## src/rtl/pic_rd_sched.sv

```systemverilog
// ============================================================================
// Module  : pic_rd_sched
// Brief   : Picture-RAM B-port read scheduler. The display path has strict
//           priority; frame bursts for the shift loader fill the idle slots.
// Revision: 1.0 - initial release
// ============================================================================
`default_nettype none

module pic_rd_sched #(
    parameter int ADDR_WIDTH = 17,
    parameter int DATA_WIDTH = 24,
    parameter int PIC_WORDS  = 129600,
    parameter int RD_LATENCY = 1
) (
    input  logic                  clk_100M,
    input  logic                  rst_n,
    input  logic                  pic_done,
    input  logic                  frame_start,
    input  logic                  disp_req,
    input  logic [ADDR_WIDTH-1:0] disp_addr,
    output logic [DATA_WIDTH-1:0] disp_data,
    output logic                  disp_vld,
    input  logic                  shift_rdy,
    output logic [DATA_WIDTH-1:0] shift_data,
    output logic [ADDR_WIDTH-1:0] shift_addr,
    output logic                  shift_vld,
    output logic                  shift_busy,
    output logic                  shift_done,
    output logic                  ram_enb,
    output logic [ADDR_WIDTH-1:0] ram_addrb,
    input  logic [DATA_WIDTH-1:0] ram_doutb
);

    localparam logic [ADDR_WIDTH-1:0] LAST_ADDR = ADDR_WIDTH'(PIC_WORDS - 1);

    typedef enum logic [1:0] {
        IDLE  = 2'd0,
        BURST = 2'd1,
        DRAIN = 2'd2
    } state_t;

    state_t                r_state;
    logic                  r_frame_start;
    logic [ADDR_WIDTH-1:0] r_rd_cnt;

    logic [RD_LATENCY:1]   r_tag_vld;
    logic [RD_LATENCY:1]   r_tag_shift;
    logic [ADDR_WIDTH-1:0] r_tag_addr [1:RD_LATENCY];

    logic w_start;
    logic w_abort;
    logic w_disp_gnt;
    logic w_shift_gnt;
    logic w_ret_disp;
    logic w_ret_shift;
    logic w_last_ret;

    assign w_start = frame_start & ~r_frame_start;
    assign w_abort = w_start & (r_state != IDLE);

    // Grants are gated by rst_n so the RAM port stays quiet while in reset.
    // No shift read is issued in a restart cycle: its tag would be stale anyway.
    assign w_disp_gnt  = rst_n & disp_req;
    assign w_shift_gnt = rst_n & ~disp_req & shift_rdy & ~w_start & (r_state == BURST);

    assign ram_enb   = w_disp_gnt | w_shift_gnt;
    assign ram_addrb = w_disp_gnt  ? disp_addr :
                       w_shift_gnt ? r_rd_cnt  : '0;

    assign w_ret_disp  = r_tag_vld[RD_LATENCY] & ~r_tag_shift[RD_LATENCY];
    assign w_ret_shift = r_tag_vld[RD_LATENCY] &  r_tag_shift[RD_LATENCY] & ~w_abort;
    assign w_last_ret  = w_ret_shift & (r_state == DRAIN) &
                         (r_tag_addr[RD_LATENCY] == LAST_ADDR);

    always_ff @(posedge clk_100M or negedge rst_n) begin
        if (!rst_n) begin
            r_state       <= IDLE;
            r_frame_start <= 1'b0;
            r_rd_cnt      <= '0;
            shift_busy    <= 1'b0;
        end else begin
            r_frame_start <= frame_start;
            // Busy covers the done-pulse cycle, where the state is already IDLE.
            shift_busy    <= (r_state != IDLE) | (w_start & pic_done);
            case (r_state)
                IDLE: begin
                    if (w_start && pic_done) begin
                        r_state  <= BURST;
                        r_rd_cnt <= '0;
                    end
                end
                BURST: begin
                    if (w_start) begin
                        r_rd_cnt <= '0;
                    end else if (w_shift_gnt) begin
                        if (r_rd_cnt == LAST_ADDR) begin
                            r_state <= DRAIN;
                        end else begin
                            r_rd_cnt <= r_rd_cnt + 1'b1;
                        end
                    end
                end
                DRAIN: begin
                    if (w_start) begin
                        r_state  <= BURST;
                        r_rd_cnt <= '0;
                    end else if (w_last_ret) begin
                        r_state <= IDLE;
                    end
                end
                default: r_state <= IDLE;
            endcase
        end
    end

    always_ff @(posedge clk_100M or negedge rst_n) begin
        if (!rst_n) begin
            r_tag_vld   <= '0;
            r_tag_shift <= '0;
            for (int k = 1; k <= RD_LATENCY; k++) begin
                r_tag_addr[k] <= '0;
            end
            disp_data   <= '0;
            disp_vld    <= 1'b0;
            shift_data  <= '0;
            shift_addr  <= '0;
            shift_vld   <= 1'b0;
            shift_done  <= 1'b0;
        end else begin
            r_tag_vld[1]   <= w_disp_gnt | w_shift_gnt;
            r_tag_shift[1] <= w_shift_gnt;
            r_tag_addr[1]  <= r_rd_cnt;
            // A restart kills every shift tag still in flight; display tags survive.
            for (int k = 2; k <= RD_LATENCY; k++) begin
                r_tag_vld[k]   <= r_tag_vld[k-1] & ~(w_abort & r_tag_shift[k-1]);
                r_tag_shift[k] <= r_tag_shift[k-1];
                r_tag_addr[k]  <= r_tag_addr[k-1];
            end

            disp_vld <= w_ret_disp;
            if (w_ret_disp) begin
                disp_data <= ram_doutb;
            end

            shift_vld <= w_ret_shift;
            if (w_ret_shift) begin
                shift_data <= ram_doutb;
                shift_addr <= r_tag_addr[RD_LATENCY];
            end
            shift_done <= w_last_ret;
        end
    end

endmodule

`default_nettype wire

```

## config.mk

```make
export PLATFORM = sky130hd
export DESIGN_NAME = pic_rd_sched
export DESIGN_NICKNAME = d
export VERILOG_FILES = /design/src/rtl/pic_rd_sched.sv
export SDC_FILE = /design/constraint.sdc
export NUM_CORES = 1
export LEC_CHECK = 0
export ABC_AREA = 1
export CORE_ASPECT_RATIO = 2
export CORE_UTILIZATION = 40
export CTS_CLUSTER_SIZE = 40
export DETAILED_ROUTE_END_ITERATION = 12
export PLACE_DENSITY = 0.69
export SETUP_SLACK_MARGIN = 0.3
export SLEW_MARGIN = 20
export SYNTH_ARGS = -nofsm -noshare
export SYNTH_HDL_FRONTEND = slang
export SYNTH_SLANG_ARGS = --single-unit
```

## constraint.sdc

```tcl
create_clock -name clk_100M -period 2.4 [get_ports clk_100M]
set_clock_uncertainty 0.05 [all_clocks]
set_input_delay 0.24 -clock clk_100M [delete_from_list [all_inputs] [get_ports clk_100M]]
set_output_delay 0.24 -clock clk_100M [all_outputs]
set_load 0.03 [all_outputs]
```

==> results.toml, run 1 <==
[logic_synthesis]
async_flop_share_pct = 100
ys_warn_count = 0
ys_seq_area_share_pct = 58.5
synth_edf_count = 0
ys.flop_type = "dfrtp_1"
ys_types = 30
yosysTopAreaCell = "dfrtp_1"
netlist_instances = 545
synthTopCellsByArea = "dfrtp_1 58%, nand2_1 17%, o21ai_0 6.4%"
synth_area_um2 = 4620
syn-num-nets = 593
post-synth-top-area-fraction_pct = 58.5
synth-seq-cells = 108
syn_area_per_cell_um2 = 8.48

[clock_network]
clkSinkCount = 108
clk_path_buf_depth = 2
htree_levels = 3
tritoncts = "built"
cts_root_buffer = "clkbuf_16"
cts_made_buffers = 9
clkLatencyLatePin_ns = 0.34
clkTransAtPathRegs_ns = 0.07

[power]
switching_share_pct = 33.2
pwr-share-clk_pct = 26.9
vdd_drop_max_v = 0.000397
seq_power_share_pct = 41.1
p_sw_uw = 1800
p_comb_share_pct = 32.0
p_int_uw = 3630
power_density_nw_per_um2 = 830
p_leak_uw = 0.00320

[grt]
grt_pass1_vias = 3987
grt_usage_pct = 21.3
use_met1_pct = 21.3
top_usage_layer = "met2"
met3_usage_pct = 2.55
grt_antenna_before_repair = 0
use_met2_pct = 40.9
grt_pass1_wl_mm = 19.4
grt_remaining_overflow = 0
grt_max_degree = 52

[sta]
fin_tns_setup_ns = 0
max_freq_ghz = 0.487
tightest_slew_ns = 0.554
finalCritPeriodShare_pct = 85.5
hold_violations = 29
relSlewSlack_pct = 63.1
hold_ws_ns = -0.0158
slew_viol_final = 0
rsz0062_at_grt = "true"
final-setup-viol-count = 0
timing.final.crit_period_ns = 2.05

[worst_setup_path]
crit_chain = "clkdlybuf4s50_1 -> inv_1 -> nor2_4 -> nor2_4 -> inv_4 -> nor2_4 -> clkinvlp_4 -> buf_12 -> o21ai_2 -> buf_12"
cp-end-kind = "output pin"
reg2reg_slack_ns = 0.52
crit_path_max_incr_delay_ns = 0.45
required_ns = 2.11
start_kind = "input port"
critPathMaxFanout = 11
rr_worst_depth = 9
critPathArrivalTime_ns = 1.76
reg2reg_from = "r_rd_cnt[1]$_DFFE_PN0P_"
worstReg2RegEnd = "r_rd_cnt[5]$_DFFE_PN0P_"
cpMostUsedCell = "nor2_4"
path_class = "in -> out"
cpMaxStageDelayCell = "clkdlybuf4s50_1"

[routing]
drtIter0Drc = 215
firstDrtPassIters = 4
wire_per_inst_um = 14.6
ant_nets = 0
vias_per_cell = 4.83
drc = 0
vias = 4012
routed_wl_mm = 12.2

[final_layout]
nets = 733
final_common_cell = "nand2_1"
design_area_um2 = 6540
most-common-layout-cells = "212 x nand2_1, 114 x clkdlybuf4s50_1, 108 x dfrtp_1, 57 x inv_1, 50 x o21ai_0"
num-fill-cells = 1017
area_growth_pct = 41.4
antenna_cells = 0
layout-drive-gt1-share_pct = 9.87

[place]
gp_congestion = 0.912
placed_area_um2 = 6160
dpl.hpwl_mm = 9.21
portBuffers = 133

[die]
core_area_um2 = 11300
dieArea_um2 = 12000
initial_utilization_pct = 41.0
die_height_um = 154
io_pins = 134
dieWidth_um = 78.0
num_rows = 55

[run_status]
run_status = "finished, violations left"
failed_checks = "hold timing"

[job]
drv_cap = 0

[worst_hold_path]
hp-class = "in -> async"
logic make-up after synthesis:
kind of cell	count (synthesis)	share of synthesized area (%)
AO/OA/AOI/OAI	64	6.98
XOR/XNOR	8	1.52
adder cells (fa/ha/maj)	1	0.271
buffers and inverters	79	7.01
flip-flops	108	58.5
AND/OR/NAND/NOR	285	25.8
power by group through the flow:
stage	logic [µW]	registers (µW)	clock network [µW]
finish	1730	2230	1460
detailed placement	1720	2260	0
global placement	1680	2250	0
global route	1860	2260	1580
CTS	1740	2230	1510
floorplan	453	2750	0
layout make-up:
cell class	count	area (µm²)	share of cell area (%)
Sequential cell	108	2700	41.3
Multi-Input combinational cell	358	1620	24.8
Clock buffer	12	256	3.92
Timing Repair Buffer	146	1490	22.8
Tap cell	142	178	2.72
Inverter	62	239	3.66
Clock inverter	3	46.3	0.708
state kept, by name (all words and copies together), names as in the netlist:
register	flops
shift_done	1
shift_vld	1
r_tag_vld	1
shift_busy	1
r_tag_addr	17
r_tag_shift	1
disp_vld	1
shift_addr	17
r_rd_cnt	17
r_state	2
r_frame_start	1
disp_data	24
shift_data	24
Yosys cell counts (2+ instances only):
cell type	instances
nand2_4	2
nand3_1	17
nand3_2	2
clkbuf_1	9
nor2_1	28
a21oi_1	3
inv_2	3
xor2_1	7
nand2_1	214
o21ai_0	59
nand4_1	9
buf_2	4
nor3_1	4
nor2_4	4
dfrtp_1	108
inv_1	58
per-stage QoR:
step | hold WS, ns | worst slack [ns] | instances | util (%) | total power [µW]
2_1_floorplan | -0.106 | 0.250 | 545 | - | 3200
3_3_place_gp | 0.119 | 0.203 | 812 | 54.6 | 3940
3_5_place_dp | 0.125 | 0.127 | 812 | 54.6 | 3980
4_1_cts | 0.000712 | 0.317 | 831 | 57.9 | 5480
5_1_grt | 0.0163 | 0.251 | 831 | 57.9 | 5700
6_report | -0.0158 | 0.348 | 831 | 57.9 | 5430
timing repair:
| item | CTS | global route |
|---|---|---|
| hold buffers | 1 | 0 |
| endpoints found under the hold margin | 22 | 0 |
| endpoints found under the setup margin | 18 | 11 |
| buffers inserted | 3 | 0 |
| pin swaps | 1 | 0 |
| gates resized for setup | 13 | 5 |
critical path, delay by kind of cell:
kind	cells	cell delay, ns
buf+inv	6	1.03
simple gates	3	0.31
compound gates	1	0.16
worst max-delay path by stage:
stage / from / to / slack (ns) / cells after the start
floorplan: r_state[1]$_DFFE_PN0P_ / ram_addrb[10] / 0.25 / 8
global placement: frame_start / ram_addrb[12] / 0.20 / 9
detailed placement: frame_start / ram_addrb[12] / 0.13 / 9
CTS: r_state[1]$_DFFE_PN0P_ / ram_addrb[8] / 0.32 / 9
global route: r_state[1]$_DFFE_PN0P_ / ram_addrb[3] / 0.25 / 9
finish: frame_start / ram_addrb[15] / 0.35 / 10
routing by layer:
| layer | vias to the layer above | part of all wire [%] |
|---|---|---|
| li1 | 1968 | - |
| met1 | 1884 | 35 |
| met2 | 129 | 58 |
| met3 | 31 | 3.2 |
| met4 | 0 | 4.6 |
| met5 | - | 0 |
(Power assumes the default switching activity.)
==> run 2, diff against run 1 <==
Settings changed: CORE_UTILIZATION 40 to 45, PLACE_DENSITY 0.69 to 0.76.
==> run 2 against run 1 <==
The run now ends clean. Non-clock buffer count increased by 5. Sequential share of layout area is 0.90 points lower. Hold slack improved by 0.16 ns. Global-route usage increased by 3.2 points. Critical path type is now reg -> out. Cell area increased by 2.2%. First-iteration DRC count shrank 2.3%. Via count increased by 2.4%. Total power grew 7.1%. Worst setup slack got worse by 0.12 ns. Fmax is 5.4% lower. Wire length increased by 0.84%. Count of clock-buffer cells in the layout down 2.
==> results.toml, run 2 (same netlist as run 1, synthesis figures left out) <==
[final_layout]
area_growth_pct = 44.5
layout-drive-gt1-share_pct = 11.6
reg_top3 = "disp_data: 24 flops, shift_data: 24 flops"
most-common-layout-cells = "209 x nand2_1, 114 x clkdlybuf4s50_1, 108 x dfrtp_1, 56 x inv_1, 50 x o21ai_0"
antenna_cells = 0
nets = 739
final_common_cell = "nand2_1"

[routing]
routed_wl_mm = 12.3
drc = 0
ant_nets = 0
wire_per_inst_um = 14.7
vias_per_cell = 4.94
vias = 4107
firstDrtPassIters = 4
drtIter0Drc = 210

[die]
io_pins = 134
initial_utilization_pct = 46.1
die_height_um = 145
num_rows = 52
dieArea_um2 = 10700
dieWidth_um = 73.7
core_area_um2 = 10000

[worst_setup_path]
cp-end-kind = "output pin"
start_kind = "flop"
crit_path_max_incr_delay_ns = 0.39
required_ns = 2.11
cpMostUsedCell = "nor2_4"
critPathMaxFanout = 5
path_class = "reg -> out"
crit_chain = "inv_2 -> nand2_4 -> nor2_4 -> inv_4 -> nor2_4 -> clkinvlp_4 -> o21ai_2 -> buf_12"
critPathArrivalTime_ns = 1.88
cpMaxStageDelayCell = "dfrtp_1"

[sta]
tightest_slew_ns = 0.654
hold_ws_ns = 0.149
fin_tns_setup_ns = 0
slew_viol_final = 0
rsz0062_at_grt = "true"
timing.final.crit_period_ns = 2.17
hold_violations = 0
max_freq_ghz = 0.461
finalCritPeriodShare_pct = 90.3
relSlewSlack_pct = 56.4
final-setup-viol-count = 0

[power]
power.total_uw = 5810
p_comb_share_pct = 30.7
p_leak_uw = 0.00326
pwr-share-clk_pct = 30.8
vdd_drop_max_v = 0.000415
p_sw_uw = 1860
power_density_nw_per_um2 = 870
seq_power_share_pct = 38.5
p_int_uw = 3950
switching_share_pct = 32.0

[run_status]
run_status = "finished clean"

[grt]
grt_usage_pct = 24.5
grt_pass1_wl_mm = 19.6
grt_remaining_overflow = 0
grt_antenna_before_repair = 0
grt_pass1_vias = 4130
grt_max_degree = 75

[job]
drv_cap = 0

[clock_network]
clkLatencyLatePin_ns = 0.34
cts_made_buffers = 9
clk_path_buf_depth = 2
clkSinkCount = 108
tritoncts = "built"
clkTransAtPathRegs_ns = 0.07
htree_levels = 3
cts_root_buffer = "clkbuf_16"

[place]
dpl.hpwl_mm = 8.90
portBuffers = 133
gp_congestion = 0.985

[worst_hold_path]
hp-class = "in -> reg"
## run 2: cell types whose count changed in the layout (fill, tap and decap cells not counted), sizes merged
cell,previous run,this run
buf,32,36
inv,60,61
dlygate4sd3,0,1
clkbuf,12,10
bufinv,1,4
## run 2: critical path, delay by kind of cell, from the launching register on
kind / cells / cell delay [ns]
AO/OA/AOI/OAI: 1 / 0.23
buffers and inverters: 4 / 0.53
AND/OR/NAND/NOR: 3 / 0.40
flip-flops: 1 / 0.39
## run 2: path summary, 6_finish.rpt
| check | slack, ns | end | startpoint | cells past startpoint |
|---|---|---|---|---|
| max in group asynchronous | 0.82 | shift_addr[1]$_DFFE_PN0N_ | rst_n | 4 |
| min | 0.15 | r_tag_vld$_DFF_PN0_ | rst_n | 3 |
| max | 0.23 | ram_addrb[13] | r_state[1]$_DFFE_PN0P_ | 8 |
| max reg2reg | 0.55 | r_rd_cnt[3]$_DFFE_PN0P_ | r_rd_cnt[0]$_DFFE_PN0P_ | 9 |
| min in group asynchronous | 0.49 | disp_data[15]$_DFFE_PN0P_ | rst_n | 3 |
| min reg2reg | 0.40 | disp_vld$_DFF_PN0_ | r_tag_shift$_DFF_PN0_ | 1 |
## run 2: layout make-up
| cell class | count | area, µm² |
|---|---|---|
| Clock inverter | 6 | 134 |
| Timing Repair inverter | 1 | 7.51 |
| Multi-Input combinational cell | 358 | 1650 |
| Clock buffer | 10 | 239 |
| Inverter | 62 | 239 |
| Timing Repair Buffer | 151 | 1540 |
| Fill cell | 865 | 3340 |
| Tap cell | 135 | 169 |
| Sequential cell | 108 | 2700 |
## run 2: metal layers
layer / up-vias / global-route usage, % / part of all wire (%)
met5: - / 0 / 0
met4: 0 / 13.8 / 4.1
met3: 34 / 4.02 / 4.3
met2: 146 / 46.2 / 58
met1: 1947 / 23.5 / 33
li1: 1980 / - / -
## run 2: what timing repair did
| action | in CTS | in global routing |
|---|---|---|
| resized for setup | 21 | 11 |
| pin swaps | 3 | 0 |
| gates cloned | 1 | 0 |
| endpoints found under the hold margin | 34 | 0 |
| hold buffers | 1 | 0 |
| endpoints found under the setup margin | 14 | 34 |
| buffers inserted | 5 | 4 |
## run 2: stage by stage
step                      util (%)  worst slack [ns]  instance area, µm²  instances
after floorplan                  -             0.250                4620        545
after global placement        61.4             0.219                6150        804
after CTS                     66.0             0.243                6610        827
after detailed placement      61.4             0.168                6150        804
final                         66.7             0.232                6680        831
after global routing          66.7             0.149                6680        831
## run 2: power groups by stage
stage,Sequential [µW],Combinational (µW),Clock [µW]
6_report,2240,1780,1790
2_1_floorplan,2750,453,0
3_3_place_gp,2250,1680,0
5_1_grt,2270,1910,1910
3_5_place_dp,2270,1710,0
4_1_cts,2240,1760,1830
==> run 3, diff against run 2 <==
Settings changed: CTS_CLUSTER_DIAMETER set to 60.
==> results of run 3 <==
Final layout, timing and power as in run 2 (identical DEF).
